$ cat src/rtl/nora_slv_arbiter_if.sv
// rtl/nora_slv_arbiter_if.sv - two-master request/ack ports and shared slave bus of the arbiter
interface nora_slv_arbiter_if;
    logic       m0_req;
    logic       m0_rwn;
    logic [3:0] m0_addr;
    logic [7:0] m0_wdata;
    logic [7:0] m0_rdata;
    logic       m0_ack;
    logic       m1_req;
    logic       m1_rwn;
    logic [3:0] m1_addr;
    logic [7:0] m1_wdata;
    logic [7:0] m1_rdata;
    logic       m1_ack;
    logic [3:0] slv_addr;
    logic [7:0] slv_datawr;
    logic       slv_datawr_valid;
    logic       slv_req;
    logic       slv_rwn;
    logic [7:0] slv_datard;

    // The arbiter owns the slave bus and answers both masters.
    modport master (
        input  m0_req, m0_rwn, m0_addr, m0_wdata,
        input  m1_req, m1_rwn, m1_addr, m1_wdata,
        input  slv_datard,
        output m0_rdata, m0_ack, m1_rdata, m1_ack,
        output slv_addr, slv_datawr, slv_datawr_valid, slv_req, slv_rwn
    );

    modport slave (
        output m0_req, m0_rwn, m0_addr, m0_wdata,
        output m1_req, m1_rwn, m1_addr, m1_wdata,
        output slv_datard,
        input  m0_rdata, m0_ack, m1_rdata, m1_ack,
        input  slv_addr, slv_datawr, slv_datawr_valid, slv_req, slv_rwn
    );
endinterface

$ cat src/rtl/nora_slv_arbiter.sv
// rtl/nora_slv_arbiter.sv - two-master arbiter sharing one fixed-latency register slave
module nora_slv_arbiter #(
    parameter int RD_LAT     = 1,
    parameter bit FIXED_PRIO = 1'b0
) (
    input  logic                 clk6x,
    input  logic                 reset,
    nora_slv_arbiter_if.master   bus
);

    typedef enum logic [1:0] {IDLE, ISSUE, WAIT, DONE} state_t;

    localparam logic [2:0] WAIT_LOAD = 3'(RD_LAT - 1);

    state_t     state;
    logic [2:0] wait_cnt;
    logic       gnt;
    logic       last_gnt;

    logic       pick;
    logic       any_req;
    logic       sel_rwn;
    logic [3:0] sel_addr;
    logic [7:0] sel_wdata;

    // last_gnt = 1 means m1 was granted last, so m0 wins the next tie.
    always_comb begin
        any_req = bus.m0_req | bus.m1_req;
        if (bus.m0_req && bus.m1_req) begin
            pick = FIXED_PRIO ? 1'b0 : ~last_gnt;
        end else begin
            pick = bus.m1_req;
        end
        sel_rwn   = pick ? bus.m1_rwn   : bus.m0_rwn;
        sel_addr  = pick ? bus.m1_addr  : bus.m0_addr;
        sel_wdata = pick ? bus.m1_wdata : bus.m0_wdata;
    end

    // The slave address/direction/data registers double as the request latch
    // and simply hold between transactions.
    always_ff @(posedge clk6x) begin
        if (reset) begin
            state                <= IDLE;
            wait_cnt             <= 3'd0;
            gnt                  <= 1'b0;
            last_gnt             <= 1'b1;
            bus.slv_req          <= 1'b0;
            bus.slv_datawr_valid <= 1'b0;
            bus.slv_rwn          <= 1'b0;
            bus.slv_addr         <= 4'd0;
            bus.slv_datawr       <= 8'd0;
            bus.m0_ack           <= 1'b0;
            bus.m1_ack           <= 1'b0;
            bus.m0_rdata         <= 8'd0;
            bus.m1_rdata         <= 8'd0;
        end else begin
            bus.m0_ack <= 1'b0;
            bus.m1_ack <= 1'b0;
            case (state)
                IDLE: begin
                    if (any_req) begin
                        gnt                  <= pick;
                        last_gnt             <= pick;
                        bus.slv_addr         <= sel_addr;
                        bus.slv_rwn          <= sel_rwn;
                        bus.slv_datawr       <= sel_wdata;
                        bus.slv_req          <= 1'b1;
                        bus.slv_datawr_valid <= ~sel_rwn;
                        state                <= ISSUE;
                    end
                end
                ISSUE: begin
                    bus.slv_req          <= 1'b0;
                    bus.slv_datawr_valid <= 1'b0;
                    wait_cnt             <= WAIT_LOAD;
                    state                <= WAIT;
                end
                WAIT: begin
                    if (wait_cnt == 3'd0) begin
                        if (bus.slv_rwn) begin
                            if (gnt) begin
                                bus.m1_rdata <= bus.slv_datard;
                            end else begin
                                bus.m0_rdata <= bus.slv_datard;
                            end
                        end
                        if (gnt) begin
                            bus.m1_ack <= 1'b1;
                        end else begin
                            bus.m0_ack <= 1'b1;
                        end
                        state <= DONE;
                    end else begin
                        wait_cnt <= wait_cnt - 3'd1;
                    end
                end
                DONE: begin
                    state <= IDLE;
                end
                default: begin
                    state <= IDLE;
                end
            endcase
        end
    end

endmodule

$ cat src/flat_wrapper.sv
// flat-port wrapper written by rule: the top's interface ports become plain ports
module nora_slv_arbiter_flat 
#(
    parameter int RD_LAT     = 1,
    parameter bit FIXED_PRIO = 1'b0
)
  (clk6x, reset, bus_m0_req, bus_m0_rwn, bus_m0_addr, bus_m0_wdata, bus_m1_req, bus_m1_rwn, bus_m1_addr, bus_m1_wdata, bus_slv_datard, bus_m0_rdata, bus_m0_ack, bus_m1_rdata, bus_m1_ack, bus_slv_addr, bus_slv_datawr, bus_slv_datawr_valid, bus_slv_req, bus_slv_rwn);
  nora_slv_arbiter_if bus_i ();
  input  logic clk6x;
  input  logic reset;
  input wire logic [$bits(bus_i.m0_req)-1:0] bus_m0_req;
  input wire logic [$bits(bus_i.m0_rwn)-1:0] bus_m0_rwn;
  input wire logic [$bits(bus_i.m0_addr)-1:0] bus_m0_addr;
  input wire logic [$bits(bus_i.m0_wdata)-1:0] bus_m0_wdata;
  input wire logic [$bits(bus_i.m1_req)-1:0] bus_m1_req;
  input wire logic [$bits(bus_i.m1_rwn)-1:0] bus_m1_rwn;
  input wire logic [$bits(bus_i.m1_addr)-1:0] bus_m1_addr;
  input wire logic [$bits(bus_i.m1_wdata)-1:0] bus_m1_wdata;
  input wire logic [$bits(bus_i.slv_datard)-1:0] bus_slv_datard;
  output wire logic [$bits(bus_i.m0_rdata)-1:0] bus_m0_rdata;
  output wire logic [$bits(bus_i.m0_ack)-1:0] bus_m0_ack;
  output wire logic [$bits(bus_i.m1_rdata)-1:0] bus_m1_rdata;
  output wire logic [$bits(bus_i.m1_ack)-1:0] bus_m1_ack;
  output wire logic [$bits(bus_i.slv_addr)-1:0] bus_slv_addr;
  output wire logic [$bits(bus_i.slv_datawr)-1:0] bus_slv_datawr;
  output wire logic [$bits(bus_i.slv_datawr_valid)-1:0] bus_slv_datawr_valid;
  output wire logic [$bits(bus_i.slv_req)-1:0] bus_slv_req;
  output wire logic [$bits(bus_i.slv_rwn)-1:0] bus_slv_rwn;
  assign bus_i.m0_req = bus_m0_req;
  assign bus_i.m0_rwn = bus_m0_rwn;
  assign bus_i.m0_addr = bus_m0_addr;
  assign bus_i.m0_wdata = bus_m0_wdata;
  assign bus_i.m1_req = bus_m1_req;
  assign bus_i.m1_rwn = bus_m1_rwn;
  assign bus_i.m1_addr = bus_m1_addr;
  assign bus_i.m1_wdata = bus_m1_wdata;
  assign bus_i.slv_datard = bus_slv_datard;
  assign bus_m0_rdata = bus_i.m0_rdata;
  assign bus_m0_ack = bus_i.m0_ack;
  assign bus_m1_rdata = bus_i.m1_rdata;
  assign bus_m1_ack = bus_i.m1_ack;
  assign bus_slv_addr = bus_i.slv_addr;
  assign bus_slv_datawr = bus_i.slv_datawr;
  assign bus_slv_datawr_valid = bus_i.slv_datawr_valid;
  assign bus_slv_req = bus_i.slv_req;
  assign bus_slv_rwn = bus_i.slv_rwn;
  nora_slv_arbiter #(.RD_LAT(RD_LAT), .FIXED_PRIO(FIXED_PRIO)) u_core (.clk6x(clk6x), .reset(reset), .bus(bus_i));
endmodule
$ cat config.mk
export PLATFORM = sky130hd
export DESIGN_NAME = nora_slv_arbiter_flat
export DESIGN_NICKNAME = d
export VERILOG_FILES = /design/src/rtl/nora_slv_arbiter_if.sv /design/src/rtl/nora_slv_arbiter.sv /design/src/flat_wrapper.sv
export SDC_FILE = /design/constraint.sdc
export NUM_CORES = 1
export LEC_CHECK = 0
export BUFFER_PORTS_ARGS = -buffer_cell sky130_fd_sc_hd__buf_2
export CAP_MARGIN = 20
export CORE_UTILIZATION = 26
export CTS_CLUSTER_DIAMETER = 50
export DETAILED_ROUTE_END_ITERATION = 7
export PLACE_DENSITY = 0.55
export SLEW_MARGIN = 10
export SYNTH_ARGS = -nofsm -noshare
export SYNTH_HDL_FRONTEND = slang
export SYNTH_SLANG_ARGS = --single-unit
$ cat constraint.sdc
create_clock -name clk6x -period 1.7 [get_ports clk6x]
set_clock_uncertainty 0.1 [all_clocks]
set_input_delay 0.085 -clock clk6x [delete_from_list [all_inputs] [get_ports clk6x]]
set_output_delay 0.085 -clock clk6x [all_outputs]
set_load 0.05 [all_outputs]
==> metrics.cfg <==
[detailed_routing]
first_pass_iters=4
m1WireLength_um=2010
top_layer=met4
dr_wl_met2_um=2240
final_antenna_net_count=0
drt_iter0_markers=102
wl_met3_um=311
wl_um=4630
vias_per_cell=4.57
drc=0
vias=1781
wl_per_cell_um=11.9

[cells_and_area]
nNetsFinal=355
fin_util_pct=41.2
antennaDiodeCount=0
multiInputGateArea_sq_um=820
stdcell_area_sq_um=2600
drive_gt1_share_pct=30.4
seq_area_sq_um=801
n_fill_cell=640
area_growth_pct=54.1

[place]
place_ws_ns=0.0883
place_area_sq_um=2130
place_congestion=0.721
port_buffers=70
place_hpwl_um=2870

[logic_synthesis]
synth-edff-count=0
synth_nets=250
syn_area_per_cell_sq_um=8.16
syn_area_sq_um=1690
ys_types=30
synthFlopType=dfxtp_1
synth_seq_cells=40
yosysSeqAreaShare_pct=47.4
synthArstFlopShare_pct=0
netlist_instances=207
ys_warn_count=0

[clock_tree]
cts_buffers=5
root_buffer=clkbuf_8
clock_latency_ns=0.30
cts.clk_slew.worst_paths_ns=0.08
cts_tree=built
clockBufferDepth=2
numClockSinks=40
htree_levels=2

[pwr]
power.internal_uw=2070
combinationalPowerShare_pct=43.0
p_switching_uw=1500
clockPowerShare_pct=22.6
p_leak_uw=0.00113
finalPower_uw=3570
irDropWorstVdd_uv=672
swShare_pct=42.0
power.density_nw_per_um2=1370
seq_power_share_pct=34.4

[global_route]
grt_pass1_wl_um=7400
first_global_vias=1689
track_usage_pct=14.4
grt-ovfl-total=0
grt_max_degree=27
antenna_found_initial=0

[sta]
setup_ws_ns=0.118
fin_crit_ns=1.58
setup_viol=0
hold_viol_final=0
worstMarginPinSlew_ns=0.499
rsz0062_at_grt=false
fmax_mhz=632
setup_tns_ns=0
timing.slew.headroom_pct=66.4
fin_crit_sh_pct=93.0
slew_violations=0

[floorplan]
die_width_um=82.6
die_area_sq_um=6820
rows=29
ioPinCount=71
fp.dieH_um=82.6
start_util_pct=26.8
coreArea_sq_um=6310

[critical_path]
crit_slowest_cell=or3b_2
path_cells=inv_1 > ha_4 > or3b_2 > a21oi_1 > nor3_1
endpoint_kind=flop
crit_fanout=9
path_class=reg -> reg
critPathLaunchType=flop
required_ns=1.77
cp.arrival_ns=1.65
cpPeakStageDelay_ns=0.47

[run]
drv_cap=0

[run_status]
run_status=finished, final reports clean

[hold_path]
hold_path.class=in -> reg

==> sequential cells by signal (all words and copies together) (netlist names) <==
signal / count
u_core.bus.m1_rdata: 8
u_core.bus.m0_rdata: 8
u_core.state: 2
u_core.wait_cnt: 3
u_core.bus.m0_ack: 1
u_core.last_gnt: 1
u_core.bus.slv_req: 1
u_core.gnt: 1
u_core.bus.slv_addr: 4
u_core.bus.slv_rwn: 1
u_core.bus.slv_datawr_valid: 1
u_core.bus.slv_datawr: 8
u_core.bus.m1_ack: 1
==> cell usage in the layout (no fill, tap or decap), types with 2 or more instances in the layout <==
cell / n
buf_2: 70
nand2_1: 59
dfxtp_1: 40
dlygate4sd3_1: 33
a21oi_1: 24
nor2_1: 16
a311oi_1: 12
inv_1: 7
o21ai_0: 7
buf_4: 6
clkbuf_8: 5
ha_1: 4
nand2b_1: 3
nor3b_1: 2
o21a_1: 2
nor3_1: 2
==> final cells by class <==
class                           count  area share (%)
Clock buffer                        5            2.64
Clock inverter                      3            1.78
Multi-Input combinational cell    148            31.5
Inverter                            7            1.01
Sequential cell                    40            30.8
Tap cell                           77            3.70
Timing Repair Buffer              110            28.6
==> through the flow <==
step / instances / hold WS, ns
2_1_floorplan: 207 / 0.121
3_3_place_gp: 347 / 0.243
3_5_place_dp: 347 / 0.248
4_1_cts: 388 / 0.00147
5_1_grt: 390 / 0.00913
6_report: 390 / 0.00608
==> worst paths after layout <==
check,from,to,slack [ns],depth (start not counted)
hold / removal,bus_m0_rwn,u_core.bus.slv_datawr_valid$_SDFFE_PP0P_,0.006,3
hold reg to reg,u_core.bus.m0_rdata[2]$_SDFFE_PP0P_,u_core.bus.m0_rdata[2]$_SDFFE_PP0P_,0.36,2
setup reg to reg,u_core.state[0]$_SDFFE_PP0P_,u_core.state[0]$_SDFFE_PP0P_,0.12,5
setup / recovery,u_core.state[0]$_SDFFE_PP0P_,u_core.state[0]$_SDFFE_PP0P_,0.12,5
==> cells in the mapped netlist (2+ instances only) <==
| cell | count | area share [%] |
|---|---|---|
| nor2_1 | 16 | 3.6 |
| inv_1 | 7 | 1.6 |
| nor3b_1 | 2 | 0.89 |
| a21oi_1 | 24 | 7.1 |
| nor2b_1 | 2 | 0.74 |
| a311oi_1 | 12 | 6.2 |
| nor3_1 | 2 | 0.59 |
| o21ai_0 | 7 | 2.1 |
| nand2b_1 | 3 | 1.1 |
| nand2_1 | 59 | 13 |
| dfxtp_1 | 40 | 47 |
| clkbuf_1 | 6 | 1.3 |
| buf_2 | 3 | 0.89 |
| o21a_1 | 2 | 0.89 |
| ha_1 | 5 | 3.7 |
| buf_4 | 3 | 1.3 |
==> power groups by stage <==
stage,clock network [uW],logic (uW),registers (uW)
after floorplan,0,575,1740
after global placement,0,1420,1240
final,805,1530,1230
after global routing,874,1670,1250
after CTS,832,1480,1230
after detailed placement,0,1420,1250
==> critical path, delay by kind of cell, from the launching register on <==
kind / cells / cell delay, ns
AO/OA/AOI/OAI: 1 / 0.16
adder cells (fa/ha/maj): 1 / 0.19
buffers and inverters: 1 / 0.13
flip-flops: 1 / 0.34
AND/OR/NAND/NOR: 2 / 0.55
==> logic make-up (layout without fill, tap and decap cells) <==
logic type | after synthesis | count (layout) | synth area share, %
adder cells (fa/ha/maj) | 5 | 5 | 3.70
buffers and inverters | 19 | 125 | 5.11
multiplexers | 1 | 1 | 0.889
flip-flops | 40 | 40 | 47.4
AND/OR/NAND/NOR | 92 | 92 | 23.6
AO/OA/AOI/OAI | 50 | 50 | 19.3
==> metal layers <==
metal	vias up	GRT usage, %
met3	7	4.29
met2	59	27.6
met4	0	4.66
met5	-	0
met1	806	14.9
li1	909	-
==> what timing repair did <==
action	4_1_cts	5_1_grt
endpoints found under the hold margin	29	0
resized for setup	0	5
endpoints found under the setup margin	0	28
buffers inserted	0	2
hold buffers	33	0
(Power assumes the default switching activity.)
